==> config.mk <==
export PLATFORM = sky130hd
export DESIGN_NAME = cpu_ctrl_seq
export DESIGN_NICKNAME = d
export VERILOG_FILES = /design/src/rtl/cpu_pkg.sv /design/src/rtl/cpu_ctrl_decode.sv /design/src/rtl/cpu_ctrl_seq.sv
export SDC_FILE = /design/constraint.sdc
export NUM_CORES = 1
export LEC_CHECK = 0
export ABC_AREA = 1
export ABC_CLOCK_PERIOD_IN_PS = 1400
export CAP_MARGIN = 10
export CORE_MARGIN = 5
export CORE_UTILIZATION = 45
export DETAILED_ROUTE_END_ITERATION = 6
export GPL_ROUTABILITY_DRIVEN = 0
export HOLD_SLACK_MARGIN = 0.08
export PLACE_DENSITY = 0.88
export SLEW_MARGIN = 5
export SYNTH_ARGS = -nofsm -noshare
export SYNTH_HDL_FRONTEND = slang
export SYNTH_HIERARCHICAL = 1
export SYNTH_SLANG_ARGS = --single-unit
export TNS_END_PERCENT = 30
==> constraint.sdc <==
create_clock -name clk -period 1.4 [get_ports clk]
set_input_delay 0.28 -clock clk [delete_from_list [all_inputs] [get_ports clk]]
set_output_delay 0.28 -clock clk [all_outputs]
set_load 0.005 [all_outputs]
==> src/rtl/cpu_pkg.sv <==
// Shared constants, state encoding and decode bundle for the 8-bit mini CPU.
package cpu_pkg;

    localparam logic [1:0] OP_LI   = 2'b00;
    localparam logic [1:0] OP_ADD  = 2'b01;
    localparam logic [1:0] OP_ADDI = 2'b10;
    localparam logic [1:0] OP_SW   = 2'b11;

    localparam logic [1:0] WB_IMM  = 2'b00;
    localparam logic [1:0] WB_ALU  = 2'b01;
    localparam logic [1:0] WB_ADDI = 2'b10;

    typedef enum logic [2:0] {
        ST_IDLE      = 3'd0,
        ST_FETCH     = 3'd1,
        ST_DECODE    = 3'd2,
        ST_EXECUTE   = 3'd3,
        ST_WRITEBACK = 3'd4,
        ST_HALT      = 3'd5,
        ST_PAUSE     = 3'd6
    } ctrl_state_t;

    typedef struct packed {
        logic       reg_we;
        logic       mem_we;
        logic [1:0] wb_sel;
    } ctrl_dec_t;

endpackage

==> src/rtl/cpu_ctrl_decode.sv <==
// Opcode to control-bundle decoder; outputs are ungated and the
// sequencer qualifies them by phase.
module cpu_ctrl_decode
    import cpu_pkg::*;
(
    input  logic [1:0] opcode,
    output ctrl_dec_t  dec
);

    always_comb begin
        dec = '0;
        unique case (1'b1)
            (opcode == OP_LI): begin
                dec.reg_we = 1'b1;
                dec.wb_sel = WB_IMM;
            end
            (opcode == OP_ADD): begin
                dec.reg_we = 1'b1;
                dec.wb_sel = WB_ALU;
            end
            (opcode == OP_ADDI): begin
                dec.reg_we = 1'b1;
                dec.wb_sel = WB_ADDI;
            end
            (opcode == OP_SW): begin
                dec.mem_we = 1'b1;
            end
            default: dec = '0;
        endcase
    end

endmodule

==> src/rtl/cpu_ctrl_seq.sv <==
// Multi-cycle FETCH/DECODE/EXECUTE/WRITEBACK control sequencer.
// Define CPU_CTRL_STEP_EN to add single-step ports and the PAUSE state.
module cpu_ctrl_seq
    import cpu_pkg::*;
#(
    parameter int             PC_W         = 4,
    parameter logic [PC_W-1:0] LAST_ADDR   = PC_W'(4'hF),
    parameter bit             HALT_ON_LAST = 1'b1
) (
    input  logic            clk,
    input  logic            reset,
    input  logic            start,
`ifdef CPU_CTRL_STEP_EN
    input  logic            step_mode,
    input  logic            step,
`endif
    input  logic [7:0]      instr,
    output logic [PC_W-1:0] pc,
    output logic [7:0]      ir,
    output logic            reg_write_en,
    output logic [1:0]      wb_sel,
    output logic            mem_write_en,
    output logic            busy,
    output logic            halted,
    output logic [7:0]      retired
);

    ctrl_state_t state, state_d;
    ctrl_dec_t   dec;
    logic        idle_like;
    logic        hold_last;

    cpu_ctrl_decode u_dec (
        .opcode (ir[7:6]),
        .dec    (dec)
    );

    assign idle_like = (state == ST_IDLE) || (state == ST_HALT);
    assign hold_last = HALT_ON_LAST && (pc == LAST_ADDR);

    always_comb begin
        state_d = state;
        unique case (state)
            ST_IDLE, ST_HALT: begin
                if (start) state_d = ST_FETCH;
            end
            ST_FETCH:     state_d = ST_DECODE;
            ST_DECODE:    state_d = ST_EXECUTE;
            ST_EXECUTE:   state_d = ST_WRITEBACK;
            ST_WRITEBACK: begin
                if (hold_last) state_d = ST_HALT;
`ifdef CPU_CTRL_STEP_EN
                else if (step_mode) state_d = ST_PAUSE;
`endif
                else state_d = ST_FETCH;
            end
`ifdef CPU_CTRL_STEP_EN
            ST_PAUSE: begin
                if (step || !step_mode) state_d = ST_FETCH;
            end
`endif
            default: state_d = ST_IDLE;
        endcase
    end

    always_ff @(posedge clk) begin
        if (reset) begin
            state   <= ST_IDLE;
            pc      <= '0;
            ir      <= 8'h00;
            retired <= 8'h00;
        end else begin
            state <= state_d;
            if (idle_like && start) begin
                pc      <= '0;
                retired <= 8'h00;
            end
            if (state == ST_FETCH) ir <= instr;
            if (state == ST_WRITEBACK) begin
                if (retired != 8'hFF) retired <= retired + 8'd1;
                if (!hold_last) pc <= pc + PC_W'(1);
            end
        end
    end

    // Strobes are masked in a reset cycle so an aborted instruction
    // never reaches the register file or memory.
    assign mem_write_en = !reset && (state == ST_EXECUTE) && dec.mem_we;
    assign reg_write_en = !reset && (state == ST_WRITEBACK) && dec.reg_we;
    assign wb_sel       = (state == ST_WRITEBACK) ? dec.wb_sel : WB_IMM;

    assign busy   = (state == ST_FETCH) || (state == ST_DECODE) ||
                    (state == ST_EXECUTE) || (state == ST_WRITEBACK) ||
                    (state == ST_PAUSE);
    assign halted = (state == ST_HALT);

endmodule

# After elaboration in Yosys (flattened, before gate mapping)
# Cells that the tools add are included.
[word_totals] regBits=23 out_inout_bits=26 elab_cells=46 input_bits=11
[classes] n_reduce_logical=15 eq_ne=12 n_mux=13 n_addsub=2
[ops] cell="8-bit 2-to-1 mux" n=3
[ops] cell="3-bit case mux with 5 select lines" n=1
[ops] cell="4-bit 2-to-1 mux" n=3
[ops] cell="3-bit equality test, second input constant" n=3
[ops] cell="8-bit by 1-bit adder with 8-bit output, second input constant" n=1
[ops] cell="8-bit inequality test, second input constant" n=1
[ops] cell="3-bit by 2-bit equality test with 1-bit output, second input constant" n=2
[ops] cell="3-bit 2-to-1 mux" n=2
[ops] cell="1-bit logical AND" n=5
[ops] cell="1-bit logical OR" n=5
[ops] cell="4-bit by 1-bit adder with 4-bit output, second input constant" n=1
[ops] cell="2-bit equality test, second input constant" n=2
[ops] cell="4-bit equality test, second input constant" n=1
[ops] cell="2-bit case mux with 2 select lines" n=1
[ops] cell="3-bit by 1-bit equality test with 1-bit output, second input constant" n=1
[ops] cell="3-bit zero test" n=1
[ops] cell="3-bit OR reduction" n=1
[ops] cell="2-bit by 1-bit equality test with 1-bit output, second input constant" n=1
[ops] cell="2-bit zero test" n=1
[ops] cell="1-bit 2-to-1 mux" n=2
[ops] cell="2-bit 2-to-1 mux" n=1
[ops] cell="2-bit inequality test, second input constant" n=1
[ops] cell="2-bit OR reduction" n=1
[ops] cell="1-bit zero test" n=1

# Longest topological paths before layout
[depth] word_depth=6 mapped_depth=9 mapped_depth_nobuf=9

# Modules after synthesis
# Netlist, hierarchy kept.
[modules_own_cells] mod="cpu_ctrl_seq" area_each_um2=1244.9 n_inst=1 cells_per_inst=179
[modules_own_cells] mod="cpu_ctrl_decode" area_each_um2=22.5 n_inst=1 cells_per_inst=6

# Least setup slack after synthesis
# Ideal clock, no wire load.
[synth_timing] path_kind="register -> register" from="register retired[0]" to="register retired[4]" arrival_ns=1.137 stages_incl_launch_ff=9 path_buffers=0 t_required_ns=1.284 setup_ns=0.116 setup_slack_ns=0.147 path_cell_list="dfxtp_1 -> ha_1 -> nand2_2 -> nor2_4 -> nand3_4 -> nand2_4 -> nand2_1 -> nand2_1 -> nor2_1"
[synth_via] elab_chain_len=3 word_cells_on_any_way=4 classes_between="1 x add/sub; 1 x eq/ne; 2 x mux"
[synth_lines] element="from (decl)" line_no="cpu_ctrl_seq.sv:25" source="output logic [7:0] retired"
[synth_lines] element="from (signal assigned)" line_no="cpu_ctrl_seq.sv:80" source="if (retired != 8'hFF) retired <= retired + 8'd1;"
[synth_lines] element="8-bit by 1-bit adder with 8-bit output or 8-bit inequality test (tied branches)" line_no="cpu_ctrl_seq.sv:80"
[synth_lines] element="8-bit 2-to-1 mux *" line_no="cpu_ctrl_seq.sv:80"
[synth_lines] element="8-bit 2-to-1 mux *" line_no="cpu_ctrl_seq.sv:79" source="if (state == ST_WRITEBACK) begin"
# Mark *: on every way between the ends. The rest lies on a longest branch, timed or not.
# A chain may end at the register's enable or synchronous reset.

# Worst setup path in the final report
[layout_timing] from="register state[0]" to="output halted"
[layout_via] elab_chain_len=1
[layout_lines] element="from (decl)" line_no="cpu_ctrl_seq.sv:28" source="ctrl_state_t state, state_d;"
[layout_lines] element="from (signal assigned)" line_no="cpu_ctrl_seq.sv:73" source="state <= state_d;"
[layout_lines] element="3-bit equality test" line_no="cpu_ctrl_seq.sv:95" source="assign halted = (state == ST_HALT);"
[layout_lines] element="to (decl)" line_no="cpu_ctrl_seq.sv:24" source="output logic halted,"
# No other way between the ends.

==> summary.md <==
| Metric | Value |
|---|---|
| Status | `complete, but fails checks` |
| Failing checks | `negative setup slack` |
| Slew of the pin with the lowest slew margin | `0.214 ns` |
| Dpl cells | `271` |
| Final WS setup | `-0.0776 ns` |
| Hold buffer count at CTS | `0` |
| Initial core utilization | `46.4%` |
| Post-Syn Instances | `185` |
| Level count of the clock H-tree | `1` |
| Core ar. | `2730 um2` |
| Peak supply drop | `0.735 mV` |
| Power per cell area | `787 nW/um2` |
| Sequential area share after synthesis | `36.3%` |
| Unrepaired setup endpoints after global routing | `yes` |
| Initial drt markers | `44` |
| Synthesized area | `1270 um2` |
| Drt pass-1 iters | `4` |
| Syn. warnings | `6` |
| HPWL Detailed | `2.33 mm` |
| Layout area overhead | `59.1%` |
| Critical Path AT | `1.20 ns` |
| Global Route Usage Sum | `17.4%` |
| Non-Filler Instances | `288` |
| First-pass GRT wire length | `5.71 mm` |
| Vias per Instance | `5.01` |
| Ranking of synthesized cells by area | `dfxtp_1 36%, nand2_1 12%, inv_1 8.9%` |
| Setup crit end kind | `primary output` |
| Share of cells above drive strength 1 | `40.1%` |
| Vias in the first global route | `1365` |
| Syn_area_per_cell | `6.85 um2` |
| Area share of the largest cell type after synthesis | `36.3%` |
| Syn_nets | `198` |
| Final core occ | `73.8%` |
| Die footprint | `3980 um2` |
| Clock transition at path regs | `0.14 ns` |
| Net count reported at finish | `271` |
| WP data required | `1.12 ns` |
| Number of max-cap violations | `0` |
| Clock sink total | `23` |
| Setup Skew | `0.0132 ns` |
| Clock buffer depth | `2` |
| Largest net degree at the start of global routing | `17` |
| Type of the most critical hold path | `reg -> reg` |
| Setup violators final | `7` |
| Drt drc | `0` |
| Max-Slew Margin vs Limit | `85.7%` |
| GRT Residual Overflow | `0` |
| Number of max-slew violations in the final report | `0` |
| Leakage power | `0.955 nW` |
| Setup CP Type | `reg -> out` |
| IO Count | `37` |
| Library cells used by synthesis | `23` |
| Design Area, Final | `2020 um2` |
| Die Wd | `63.1 um` |
| Worst-Skew Late Latency | `0.32 ns` |
| Row Count | `19` |
| CTS tree | `built` |
| Yosys reg bits | `23` |
| Post-DP Area | `1810 um2` |
| Antenna violations before repair | `0` |
| Routed WL | `3.60 mm` |
| Min Clock Period, post-route | `1.48 ns` |
| Drt wl/cell | `12.5 um` |
| Final hold violations | `0` |
| Total CTS buffers | `3` |
| CTS root buf | `clkbuf_4` |
| Period utilisation layout | `106%` |
| Area leader, netlist | `dfxtp_1` |
| Antenna-violating nets left | `0` |
| Die Height | `63.1 um` |
| Setup TNS | `-0.400 ns` |
| Diodes inserted | `0` |
| Detailed-route via count | `1444` |
| PortBufs | `36` |
| Critical path peak fanout | `3` |
| Crit path launch type | `register` |
| Maximum clock frequency | `677 MHz` |
-- metrics by stage --
stage	hold WS, ns	setup slack (ns)	power, mW
2_1_floorplan	0.431	0.147	0.944
3_3_place_gp	0.428	-0.417	1.17
3_5_place_dp	0.436	-0.430	1.18
4_1_cts	0.449	-0.0780	1.52
5_1_grt	0.466	-0.156	1.68
6_report	0.449	-0.0776	1.59
-- final timing paths --
check,start,to,slack [ns],cells past startpoint
setup / recovery,state[0]$_SDFFE_PP0P_,halted,-0.08,4
hold / removal,ir[2]$_SDFFE_PP0N_,ir[2]$_SDFFE_PP0N_,0.45,2
setup reg to reg,state[1]$_SDFFE_PP0P_,state[0]$_SDFFE_PP0P_,-0.04,10
hold reg to reg,ir[2]$_SDFFE_PP0N_,ir[2]$_SDFFE_PP0N_,0.45,2
-- cells in the final DEF, fill, tap and decap left out --
| cell type | Yosys | routed |
|---|---|---|
| a21oi_1 | 18 | 17 |
| a21oi_2 | 2 | 3 |
| buf_12 | 0 | 1 |
| buf_2 | 0 | 6 |
| buf_4 | 1 | 28 |
| buf_6 | 2 | 8 |
| clkbuf_4 | 0 | 3 |
| clkdlybuf4s15_1 | 0 | 1 |
| clkdlybuf4s50_1 | 0 | 9 |
| clkinv_2 | 0 | 1 |
| clkinvlp_4 | 0 | 1 |
| dfxtp_2 | 0 | 18 |
| dfxtp_4 | 0 | 5 |
| dlygate4sd2_1 | 0 | 20 |
| ha_1 | 2 | 2 |
| inv_1 | 30 | 23 |
| inv_2 | 0 | 4 |
| inv_4 | 0 | 2 |
| nand2_1 | 42 | 39 |
| nand2_2 | 2 | 5 |
| nand2_4 | 1 | 1 |
| nand3_1 | 15 | 15 |
| nand3_2 | 4 | 3 |
| nand3_4 | 1 | 2 |
| nand4_1 | 1 | 1 |
| nor2_1 | 20 | 17 |
| nor2_2 | 1 | 3 |
| nor2_4 | 3 | 4 |
| nor3_1 | 2 | 1 |
| nor3_4 | 0 | 1 |
| nor3b_2 | 0 | 1 |
| o21ai_0 | 11 | 8 |
| o21ai_1 | 0 | 1 |
| o21ai_2 | 0 | 2 |
| or2_2 | 1 | 1 |
-- cell usage after synthesis --
cell type,n
a21oi_2,2
nand2_4,1
o21ai_0,11
nor2_2,1
nand2_1,42
inv_1,30
clkbuf_1,1
nor3b_1,1
nand3_1,15
buf_4,1
nor2_1,20
nor2_4,3
nand3_2,4
or2_2,1
clkbuf_8,1
nand3_4,1
dfxtp_1,23
ha_1,2
nor3_1,2
a21oi_1,18
nand2_2,2
buf_6,2
nand4_1,1
-- cell type report --
type                            instances  area, um2
Fill cell                             189        717
Multi-Input combinational cell        127        702
Timing Repair Buffer                   73        626
Sequential cell                        23        502
Inverter                               30        121
Tap cell                               31       38.8
Clock buffer                            3       22.5
Clock inverter                          1       5.00
-- cell families after synthesis --
| logic type | share of synthesized area (%) |
|---|---|
| simple gates | 36.2 |
| fa+ha+maj | 1.97 |
| buf+inv | 12.6 |
| compound gates | 12.8 |
| flops | 36.3 |
-- flip-flops by register name (all words and copies together), names as in the netlist --
name and cells:
retired 8, pc 4, state 3, ir 8
-- layer usage --
layer	share of wire [%]	GRT usage [%]
met4	2.6	7.43
met1	38	17.7
met2	51	32.1
met5	0	0
met3	8.2	5.51
-- power by group --
| group | leakage (nW) | total (mW) | internal [mW] | switching [mW] |
|---|---|---|---|---|
| registers | 0.199 | 0.759 | 0.715 | 0.0441 |
| clock network | 0.0177 | 0.324 | 0.107 | 0.217 |
| logic | 0.738 | 0.505 | 0.270 | 0.235 |
-- critical path, cell delays in order (launching register included) --
cell     delay, ns
dfxtp_4       0.40
inv_4         0.05
buf_6         0.11
nor3_4        0.18
buf_2         0.14
-- what timing repair did --
action,CTS,global route
setup endpoints to repair,27,21
setup buffers,10,4
gates resized for setup,83,26
gates cloned,0,0
pin swaps,1,11
Power figures use the tool's default switching activity.
